===== src/rtl/add_serial_pkg.sv =====
// rtl/add_serial_pkg.sv - shared state encoding and helpers for the serial add scheduler
//
// Contents:
//   state_t  : FSM state type, IDLE=0, ADD=1, DONE=2 (encoding 3 is unused and
//              falls back to IDLE in the scheduler).
//   maj3()   : majority of three bits, the full-adder carry function.
package add_serial_pkg;

  typedef enum logic [1:0] {
    IDLE = 2'd0,
    ADD  = 2'd1,
    DONE = 2'd2
  } state_t;

  function automatic logic maj3(input logic x, input logic y, input logic z);
    return (x & y) | (x & z) | (y & z);
  endfunction

endpackage


===== src/rtl/add_serial_rr_arb.sv =====
// rtl/add_serial_rr_arb.sv - round-robin arbiter choosing the next requester for the serial adder
//
// Ports:
//   clk      in   clock, rising edge
//   rst      in   synchronous active-high reset; requester 0 gets top priority
//   req      in   [NREQ] request vector
//   advance  in   grant accepted this cycle; pointer moves past gnt_idx
//   gnt_idx  out  index of the selected requester (valid only when valid=1)
//   valid    out  at least one request is pending
module add_serial_rr_arb #(
  parameter int NREQ = 4
) (
  input  logic                    clk,
  input  logic                    rst,
  input  logic [NREQ-1:0]         req,
  input  logic                    advance,
  output logic [$clog2(NREQ)-1:0] gnt_idx,
  output logic                    valid
);

  localparam int IW = $clog2(NREQ);

  // Index of the requester with highest priority in the next arbitration.
  logic [IW-1:0] r_ptr;

  // (p + off) mod NREQ, valid for p < NREQ and off <= NREQ; handles non power of two NREQ.
  function automatic logic [IW-1:0] wrap_add(input logic [IW-1:0] p, input int off);
    int s;
    s = int'(p) + off;
    if (s >= NREQ) s = s - NREQ;
    return IW'(s);
  endfunction

  // Scan from the farthest offset down to offset 0 so the nearest pending
  // requester to the pointer is the last (winning) assignment.
  always_comb begin
    valid   = 1'b0;
    gnt_idx = '0;
    for (int off = NREQ - 1; off >= 0; off--) begin
      if (req[wrap_add(r_ptr, off)]) begin
        valid   = 1'b1;
        gnt_idx = wrap_add(r_ptr, off);
      end
    end
  end

  always_ff @(posedge clk) begin
    if (rst) begin
      r_ptr <= '0;
    end else if (advance && valid) begin
      r_ptr <= wrap_add(gnt_idx, 1);
    end
  end

endmodule


===== src/rtl/add_serial_sched.sv =====
// rtl/add_serial_sched.sv - bit-serial adder shared by NREQ requesters under round-robin scheduling
//
// Optional feature macro: ADD_SERIAL_SCHED_COUT_EN (adds the cout output).
//
// Ports:
//   clk      in   clock, rising edge
//   rst      in   synchronous active-high reset, aborts any operation
//   req      in   [NREQ] level requests, held until granted
//   a, b     in   [NREQ*WIDTH] operands, requester i at [i*WIDTH +: WIDTH]
//   gnt      out  [NREQ] one-hot pulse in the first ADD cycle
//   busy     out  state is not IDLE
//   done     out  one-cycle pulse, out/done_id valid
//   done_id  out  requester whose sum is on out
//   out      out  [WIDTH] sum modulo 2^WIDTH, held until the next operation starts
//   cout     out  final carry, valid with done (only with ADD_SERIAL_SCHED_COUT_EN)
module add_serial_sched
  import add_serial_pkg::*;
#(
  parameter int NREQ  = 4,
  parameter int WIDTH = 8
) (
  input  logic                    clk,
  input  logic                    rst,
  input  logic [NREQ-1:0]         req,
  input  logic [NREQ*WIDTH-1:0]   a,
  input  logic [NREQ*WIDTH-1:0]   b,
  output logic [NREQ-1:0]         gnt,
  output logic                    busy,
  output logic                    done,
  output logic [$clog2(NREQ)-1:0] done_id,
  output logic [WIDTH-1:0]        out
`ifdef ADD_SERIAL_SCHED_COUT_EN
  ,
  output logic                    cout
`endif
);

  localparam int             IW   = $clog2(NREQ);
  localparam int             CW   = $clog2(WIDTH);
  localparam logic [CW-1:0]  LAST = CW'(WIDTH - 1);

  state_t          r_state;
  state_t          w_state_nxt;
  logic [WIDTH-1:0] r_a;
  logic [WIDTH-1:0] r_b;
  logic [WIDTH-1:0] r_out;
  logic            r_carry;
  logic [CW-1:0]   r_count;
  logic [NREQ-1:0] r_gnt;
  logic [IW-1:0]   r_done_id;

  logic            w_arb_valid;
  logic [IW-1:0]   w_arb_idx;
  logic            w_arb_adv;
  logic [WIDTH-1:0] w_a_sel;
  logic [WIDTH-1:0] w_b_sel;
  logic [NREQ-1:0] w_gnt_onehot;
  logic            w_sum;
  logic            w_carry_nxt;
  logic            w_last;

  // The pointer only moves when a grant is actually taken, i.e. in IDLE.
  assign w_arb_adv = (r_state == IDLE) && w_arb_valid;

  add_serial_rr_arb #(
    .NREQ(NREQ)
  ) u_arb (
    .clk     (clk),
    .rst     (rst),
    .req     (req),
    .advance (w_arb_adv),
    .gnt_idx (w_arb_idx),
    .valid   (w_arb_valid)
  );

  // Operand mux and one-hot decode of the arbiter's choice.
  always_comb begin
    w_a_sel      = '0;
    w_b_sel      = '0;
    w_gnt_onehot = '0;
    for (int i = 0; i < NREQ; i++) begin
      if (w_arb_idx == IW'(i)) begin
        w_a_sel         = a[i*WIDTH +: WIDTH];
        w_b_sel         = b[i*WIDTH +: WIDTH];
        w_gnt_onehot[i] = 1'b1;
      end
    end
  end

  assign w_sum       = r_a[0] ^ r_b[0] ^ r_carry;
  assign w_carry_nxt = maj3(r_a[0], r_b[0], r_carry);
  assign w_last      = (r_count == LAST);

  always_ff @(posedge clk) begin
    if (rst) r_state <= IDLE;
    else     r_state <= w_state_nxt;
  end

  always_comb begin
    w_state_nxt = IDLE;
    case (r_state)
      IDLE:    w_state_nxt = w_arb_valid ? ADD : IDLE;
      ADD:     w_state_nxt = w_last ? DONE : ADD;
      DONE:    w_state_nxt = IDLE;
      default: w_state_nxt = IDLE;
    endcase
  end

  always_ff @(posedge clk) begin
    if (rst) begin
      r_a       <= '0;
      r_b       <= '0;
      r_out     <= '0;
      r_carry   <= 1'b0;
      r_count   <= '0;
      r_gnt     <= '0;
      r_done_id <= '0;
    end else begin
      r_gnt <= '0;
      case (r_state)
        IDLE: begin
          if (w_arb_valid) begin
            r_a       <= w_a_sel;
            r_b       <= w_b_sel;
            r_out     <= '0;
            r_carry   <= 1'b0;
            r_count   <= '0;
            r_done_id <= w_arb_idx;
            r_gnt     <= w_gnt_onehot;
          end
        end
        ADD: begin
          // Sum bits enter at the MSB so after WIDTH shifts bit 0 holds the first sum.
          r_out   <= {w_sum, r_out[WIDTH-1:1]};
          r_carry <= w_carry_nxt;
          r_a     <= r_a >> 1;
          r_b     <= r_b >> 1;
          r_count <= r_count + 1'b1;
        end
        default: ;
      endcase
    end
  end

`ifdef ADD_SERIAL_SCHED_COUT_EN
  // Kept separately because r_carry is cleared when the next operation is captured.
  logic r_cout;
  always_ff @(posedge clk) begin
    if (rst) begin
      r_cout <= 1'b0;
    end else if (r_state == ADD && w_last) begin
      r_cout <= w_carry_nxt;
    end
  end
  assign cout = r_cout;
`endif

  assign gnt     = r_gnt;
  assign busy    = (r_state != IDLE);
  assign done    = (r_state == DONE);
  assign done_id = r_done_id;
  assign out     = r_out;

endmodule


===== config.mk =====
export PLATFORM = sky130hd
export DESIGN_NAME = add_serial_sched
export DESIGN_NICKNAME = d
export VERILOG_FILES = /design/src/rtl/add_serial_pkg.sv /design/src/rtl/add_serial_rr_arb.sv /design/src/rtl/add_serial_sched.sv
export SDC_FILE = /design/constraint.sdc
export NUM_CORES = 1
export LEC_CHECK = 0
export ABC_AREA = 1
export BUFFER_PORTS_ARGS = -buffer_cell sky130_fd_sc_hd__buf_2
export CAP_MARGIN = 10
export CORE_MARGIN = 2
export CORE_UTILIZATION = 30
export CTS_CLUSTER_DIAMETER = 60
export DETAILED_ROUTE_END_ITERATION = 8
export GPL_TIMING_DRIVEN = 0
export PLACE_DENSITY = 0.58
export SLEW_MARGIN = 10
export SYNTH_ARGS = -nofsm -noshare
export SYNTH_HDL_FRONTEND = slang
export SYNTH_SLANG_ARGS = --single-unit

===== constraint.sdc =====
create_clock -name clk -period 2.6 [get_ports clk]
set_input_delay 0.65 -clock clk [delete_from_list [all_inputs] [get_ports clk]]
set_output_delay 0.65 -clock clk [all_outputs]
set_load 0.1 [all_outputs]

# Word level (Yosys, flattened, before mapping)
# Index checks and enable logic that the tools add are counted.
[word_totals]
ff_bits = 38
out_inout_bits = 16
wordCells = 99
[classes]
n_addsub = 10
order_cmp = 9
eq_ne = 7
muxes = 46
bitwise_logic = 9
reduce_logical = 9
[ops]
columns = ["op", "count"]
rows = [
  ["2-to-1 mux 8 bit", 11],
  ["one-hot mux 8 bit (2 select lines)", 3],
  ["2-to-1 mux 2 bit", 10],
  ["2-to-1 mux 1 bit", 14],
  [">= comparator 3 bit, second input constant", 4],
  ["< comparator 2 x 3 -> 1 bit, second input constant", 4],
  ["subtractor 2 x 1 -> 2 bit, second input constant", 5],
  ["binary-select mux 1 bit (select 2 bit)", 4],
  ["adder 2 x 1 -> 3 bit, second input constant", 2],
  ["adder 2 x 2 -> 3 bit, second input constant", 2],
  ["== test 2 bit, second input constant", 3],
  ["one-hot mux 3 bit (2 select lines)", 1],
  ["== test 2 x 1 -> 1 bit, second input constant", 2],
  ["zero test 2 bit", 2],
  ["one-hot mux 2 bit (2 select lines)", 1],
  ["AND reduction 2 bit", 2],
  ["nonzero test 2 bit", 2],
  ["adder 3 x 1 -> 3 bit, second input constant", 1],
  ["bitwise AND 1 bit", 3],
  ["== test 3 bit, second input constant", 1],
  [">= comparator 2 x 3 -> 1 bit, second input constant", 1],
  ["2-to-1 mux 3 bit", 1],
  ["OR reduction 3 bit", 1],
  ["logical AND 1 bit", 2],
  ["other kinds (5)", 8],
]

# Longest topological paths before layout
[logic_depth]
word_depth = 16
ltp_mapped = 21

# Hierarchy
# From an unflattened synthesis, not the netlist that was laid out.
[hier_totals]
cells_unflattened = 357
area_unflattened_um2 = 2308.5
[modules_own_cells]
columns = ["mod", "n_inst", "cells_each", "area_per_inst_um2", "seq_area_each_um2"]
rows = [
  ["add_serial_sched", 1, 291, 1930.6, 720.7],
  ["add_serial_rr_arb", 1, 66, 377.9, 40.0],
]

# Least setup slack after synthesis
# No wires, ideal clock.
[synth_path]
path_type = "input to register"
from = "input req[3]"
to = "register r_a[2]"
setup_time_ps = 58
arrival_ps = 2329
required_time_ps = 2542
setup_slack_ps = 213
stages = 17
n_path_buf = 2
path_cell_list = "inv_1 o21ai_1 nand2_1 nand3_1 nand2_1 nand2_1 nand2_1 inv_1 ha_1 clkbuf_1 buf_2 nand3_1 nand3_1 o211ai_1 a21oi_1 nand2_1 nand2_1"
[synth_via]
elab_chain_len = 13
[synth_lines]
columns = ["item", "line", "rtl"]
rows = [
  ["start, declared", "add_serial_sched.sv:24", "input logic [NREQ-1:0] req,"],
  ["binary-select mux 1 bit (select 2 bit)", "add_serial_rr_arb.sv:40", "if (req[wrap_add(r_ptr, off)]) begin"],
  ["2-to-1 mux 1 bit (not written as such)", "add_serial_rr_arb.sv:40", ""],
  ["2-to-1 mux 2 bit (3 in a row)", "add_serial_rr_arb.sv:40", ""],
  ["2-to-1 mux 2 bit (*)", "add_serial_rr_arb.sv:40", ""],
  ["net u_arb.gnt_idx[0]", "add_serial_rr_arb.sv:17", "output logic [$clog2(NREQ)-1:0] gnt_idx,"],
  ["zero test 2 bit", "add_serial_sched.sv:82", "if (w_arb_idx == IW'(i)) begin"],
  ["2-to-1 mux 8 bit (3 in a row)", "add_serial_sched.sv:82", ""],
  ["2-to-1 mux 8 bit (*)", "add_serial_sched.sv:82", ""],
  ["2-to-1 mux 8 bit (*)", "add_serial_sched.sv:122", "if (w_arb_valid) begin"],
  ["one-hot mux 8 bit (2 select lines) (*)", "add_serial_sched.sv:120", "case (r_state)"],
  ["end signal, assigned", "add_serial_sched.sv:123", "r_a <= w_a_sel;"],
  ["end signal, assigned", "add_serial_sched.sv:136", "r_a <= r_a >> 1;"],
  ["end, declared", "add_serial_sched.sv:44", "logic [WIDTH-1:0] r_a;"],
]
# The timed path passes the listed nets; every way through them passes the cells marked *. The select of a mux whose other input is x is not followed.
# A chain may end at the register's enable or synchronous reset.

# Final worst setup path
[layout_path]
from = "register u_arb.r_ptr[0]"
to = "register r_a[2]"
[layout_via]
elab_chain_len = 16
[layout_lines]
columns = ["item", "line", "rtl"]
rows = [
  ["start, declared", "add_serial_rr_arb.sv:24", "logic [IW-1:0] r_ptr;"],
  ["start signal, assigned", "add_serial_rr_arb.sv:51", "r_ptr <= wrap_add(gnt_idx, 1);"],
  ["adder 2 x 2 -> 3 bit", "add_serial_rr_arb.sv:29", "s = int'(p) + off;"],
  [">= comparator 3 bit or subtractor 2 x 1 -> 2 bit (tied branches)", "add_serial_rr_arb.sv:30", "if (s >= NREQ) s = s - NREQ;"],
  ["2-to-1 mux 2 bit", "add_serial_rr_arb.sv:30", ""],
  ["binary-select mux 1 bit (select 2 bit)", "add_serial_rr_arb.sv:40", ""],
  ["2-to-1 mux 1 bit (not written as such)", "add_serial_rr_arb.sv:40", ""],
  ["2-to-1 mux 2 bit (3 in a row)", "add_serial_rr_arb.sv:40", ""],
  ["2-to-1 mux 2 bit (*)", "add_serial_rr_arb.sv:40", ""],
  ["net u_arb.gnt_idx[0]", "add_serial_rr_arb.sv:17", ""],
  ["zero test 2 bit", "add_serial_sched.sv:82", ""],
  ["2-to-1 mux 8 bit (3 in a row)", "add_serial_sched.sv:82", ""],
  ["2-to-1 mux 8 bit (*)", "add_serial_sched.sv:82", ""],
  ["2-to-1 mux 8 bit (*)", "add_serial_sched.sv:122", ""],
  ["one-hot mux 8 bit (2 select lines) (*)", "add_serial_sched.sv:120", ""],
]
# Marked as above.

==> reports/qor.txt <==
Outcome = finished, final reports clean
Sequential area share after synthesis = 0.327
Area after DPL = 2880 sq um
Rows = 32
Largest net degree at the start of global routing = 12
Arrival @ worst endpoint = 2.55 ns
MaxCap Viol Count = 0
CTS tree = done
Reg clk slew, reported paths = 0.08 ns
Die H = 92.1 um
Clock root buffer = clkbuf_8
# fillers = 845
Area delta synth->final = 30.0%
First-pass GRT wire length = 11300 um
Ant diodes = 0
Number of global-route vias before repair = 2494
Type of the worst setup path = reg2reg
Design area = 3020 sq um
VDD IR max = 0.543 mV
Initial Utilization = 0.306
Hold-fix buffers, CTS = 0
1st-iter DRT viols = 99
Final setup fails = 0
Synth Instances = 365
Multi-input combinational cell area = 1370 sq um
Total gr overflow = 0
Fin cells = 557
P per Cell Area = 1240 nW/um^2
Unrepaired setup endpoints after global routing = true
Dpl cells = 552
Port bufs = 85
Io pins = 86
Worst min-delay path class = reg2reg
Sequential cell area = 761 sq um
Via/cell ratio = 4.70
Worst setup EP type = flop
CP Launch Type = flop
Clk buf depth = 2
Routed vias = 2618
Tcrit/Tclk final = 0.910
Share of cells above drive strength 1 = 0.268
DRT Wirelength = 6820 um
Sum Neg Setup Slack = 0 ns
Fin nets = 532
Worst Hold Endpoint = out[0]
Fin. max-slew vios = 0
Mean Syn Cell Area = 6.37 sq um
Worst Setup SP = u_arb.r_ptr[0]
Full die area = 8470 sq um
Worst Tran Pin Value = 0.505 ns
Hold_sp = out[0]
WP data required = 2.78 ns
CTS H-tree lvls = 2
Synth cell types = 27
Initial DRT Pass Iterations = 4
FF-to-FF setup slack = 0.23 ns
WL/cell = 12.2 um
Yosys warns = 0
Die extent in x = 92.1 um
R2R depth = 18
Cts bufs inserted = 5
Gp weighted congestion = 0.827
Peak Freq = 0.422 GHz
HPWL Detailed = 5260 um
Min cycle time layout = 2.37 ns
Core area = 7610 sq um
Min Hold Slack = 0.477 ns
Total track usage = 0.164
Final ANT Viol Nets = 0
Cell Area, Synth = 2330 sq um
# clock sinks = 38
Critical path peak fanout = 10
Final hold violation count = 0
DR DRC count = 0
Slew HR = 0.663
Leak pwr = 1.53 nW
Initial antenna violation count = 0
Critical R2R Launch = u_arb.r_ptr[0]
Worst-skew pair later-pin latency = 0.29 ns
Clock Skew = 0.0102 ns
Worst R2R End = r_a[2]
Mapped Nets = 442
Synthesized flop and latch total = 38
Worst Hold Depth = 2
## worst max-delay path, stage by stage, from the launching register on
cell and delay, ns:
dfxtp_1 0.35, buf_4 0.18, inv_2 0.05, nand2_1 0.05
nand2_1 0.07, inv_1 0.06, nand2_1 0.06, nand3_1 0.10
nand2_1 0.06, nand2_1 0.07, nand2_1 0.09, inv_1 0.13
ha_2 0.28, inv_4 0.08, buf_4 0.18, o211ai_1 0.21
a21oi_1 0.09, nand2_1 0.10, nand2_1 0.05
## worst max path at each step
stage	cells past startpoint	endpoint
2_1_floorplan	17	r_a[2]
3_3_place_gp	16	r_a[5]
3_5_place_dp	16	r_a[5]
4_1_cts	17	r_a[5]
5_1_grt	19	r_a[4]
6_report	18	r_a[2]
## synthesized netlist by cell type
cell	instances	area share
a31oi_1	1	0.0027
buf_4	1	0.0032
inv_2	4	0.0065
nand3_2	1	0.0043
buf_2	5	0.011
nor3_1	1	0.0021
nand2_4	1	0.0048
buf_6	4	0.019
nand3_1	47	0.10
or2_2	1	0.0027
clkinv_1	1	0.0016
o21ai_2	1	0.0038
dfxtp_1	38	0.33
nor2_1	18	0.029
ha_1	6	0.032
o21ai_0	20	0.043
nand2_1	127	0.20
a21oi_1	36	0.077
o211ai_1	13	0.042
buf_1	2	0.0032
nor2_8	1	0.0086
inv_1	17	0.027
fa_1	1	0.0086
o31ai_1	1	0.0032
clkbuf_1	13	0.021
o21ai_1	3	0.0065
nor2_2	1	0.0027
## per-layer routing
metal	vias up	track usage	routed length [um]
li1	1381	-	-
met3	12	0.0312	328
met2	67	0.280	3160
met4	0	0.0473	116
met1	1158	0.210	3210
met5	-	0	0
## power by group
part	internal, mW	switching [mW]
Clock	0.307	0.212
Sequential	0.736	0.0813
Combinational	0.840	1.58
## flip-flops by register name, indices dropped and copies added, names as in the netlist
register / count
r_carry: 1
r_a: 8
out: 8
done_id: 2
gnt: 4
r_b: 8
r_state: 2
u_arb.r_ptr: 2
r_count: 3
## stage by stage
stage | total power [mW] | setup slack [ns] | util
4_1_cts | 3.67 | 0.0393 | 0.393
3_3_place_gp | 3.12 | -0.335 | 0.378
5_1_grt | 4.12 | -0.0364 | 0.398
2_1_floorplan | 2.58 | 0.213 | -
3_5_place_dp | 3.13 | -0.353 | 0.378
6_report | 3.76 | 0.233 | 0.398
## timing repair
item                       in CTS  in global routing
resized for setup               2                 24
hold endpoints to repair        0                  0
setup buffers                   0                  0
cloned                          0                  0
pin swaps                       0                  0
setup endpoints to repair       6                 16
## placed cells by master (no fill, tap or decap), drive strengths merged
| cell type | instances |
|---|---|
| a21oi | 36 |
| nand3 | 48 |
| buf | 97 |
| or2 | 1 |
| inv | 21 |
| nor2 | 20 |
| ha | 6 |
| fa | 1 |
| clkinv | 1 |
| o211ai | 13 |
| a31oi | 1 |
| dfxtp | 38 |
| nand2 | 128 |
| nor3 | 1 |
| o21ai | 24 |
| bufinv | 1 |
| clkbuf | 17 |
| o31ai | 1 |
## logic make-up after synthesis
kind of cell	synth area share
buffers and inverters	0.0931
DFF	0.327
and+or+nand+nor	0.360
AOI/OAI and AO/OA	0.179
adders and majority gates	0.0409
## area by class of cell
| type | instances | share of cell area |
|---|---|---|
| Multi-Input combinational cell | 280 | 0.453 |
| Tap cell | 102 | 0.0422 |
| Clock inverter | 1 | 0.00993 |
| Inverter | 22 | 0.0281 |
| Sequential cell | 38 | 0.252 |
| Clock buffer | 6 | 0.0273 |
| Timing Repair Buffer | 85 | 0.141 |
| Buffer | 23 | 0.0476 |
Note: power is estimated with default switching activity, not from simulation.
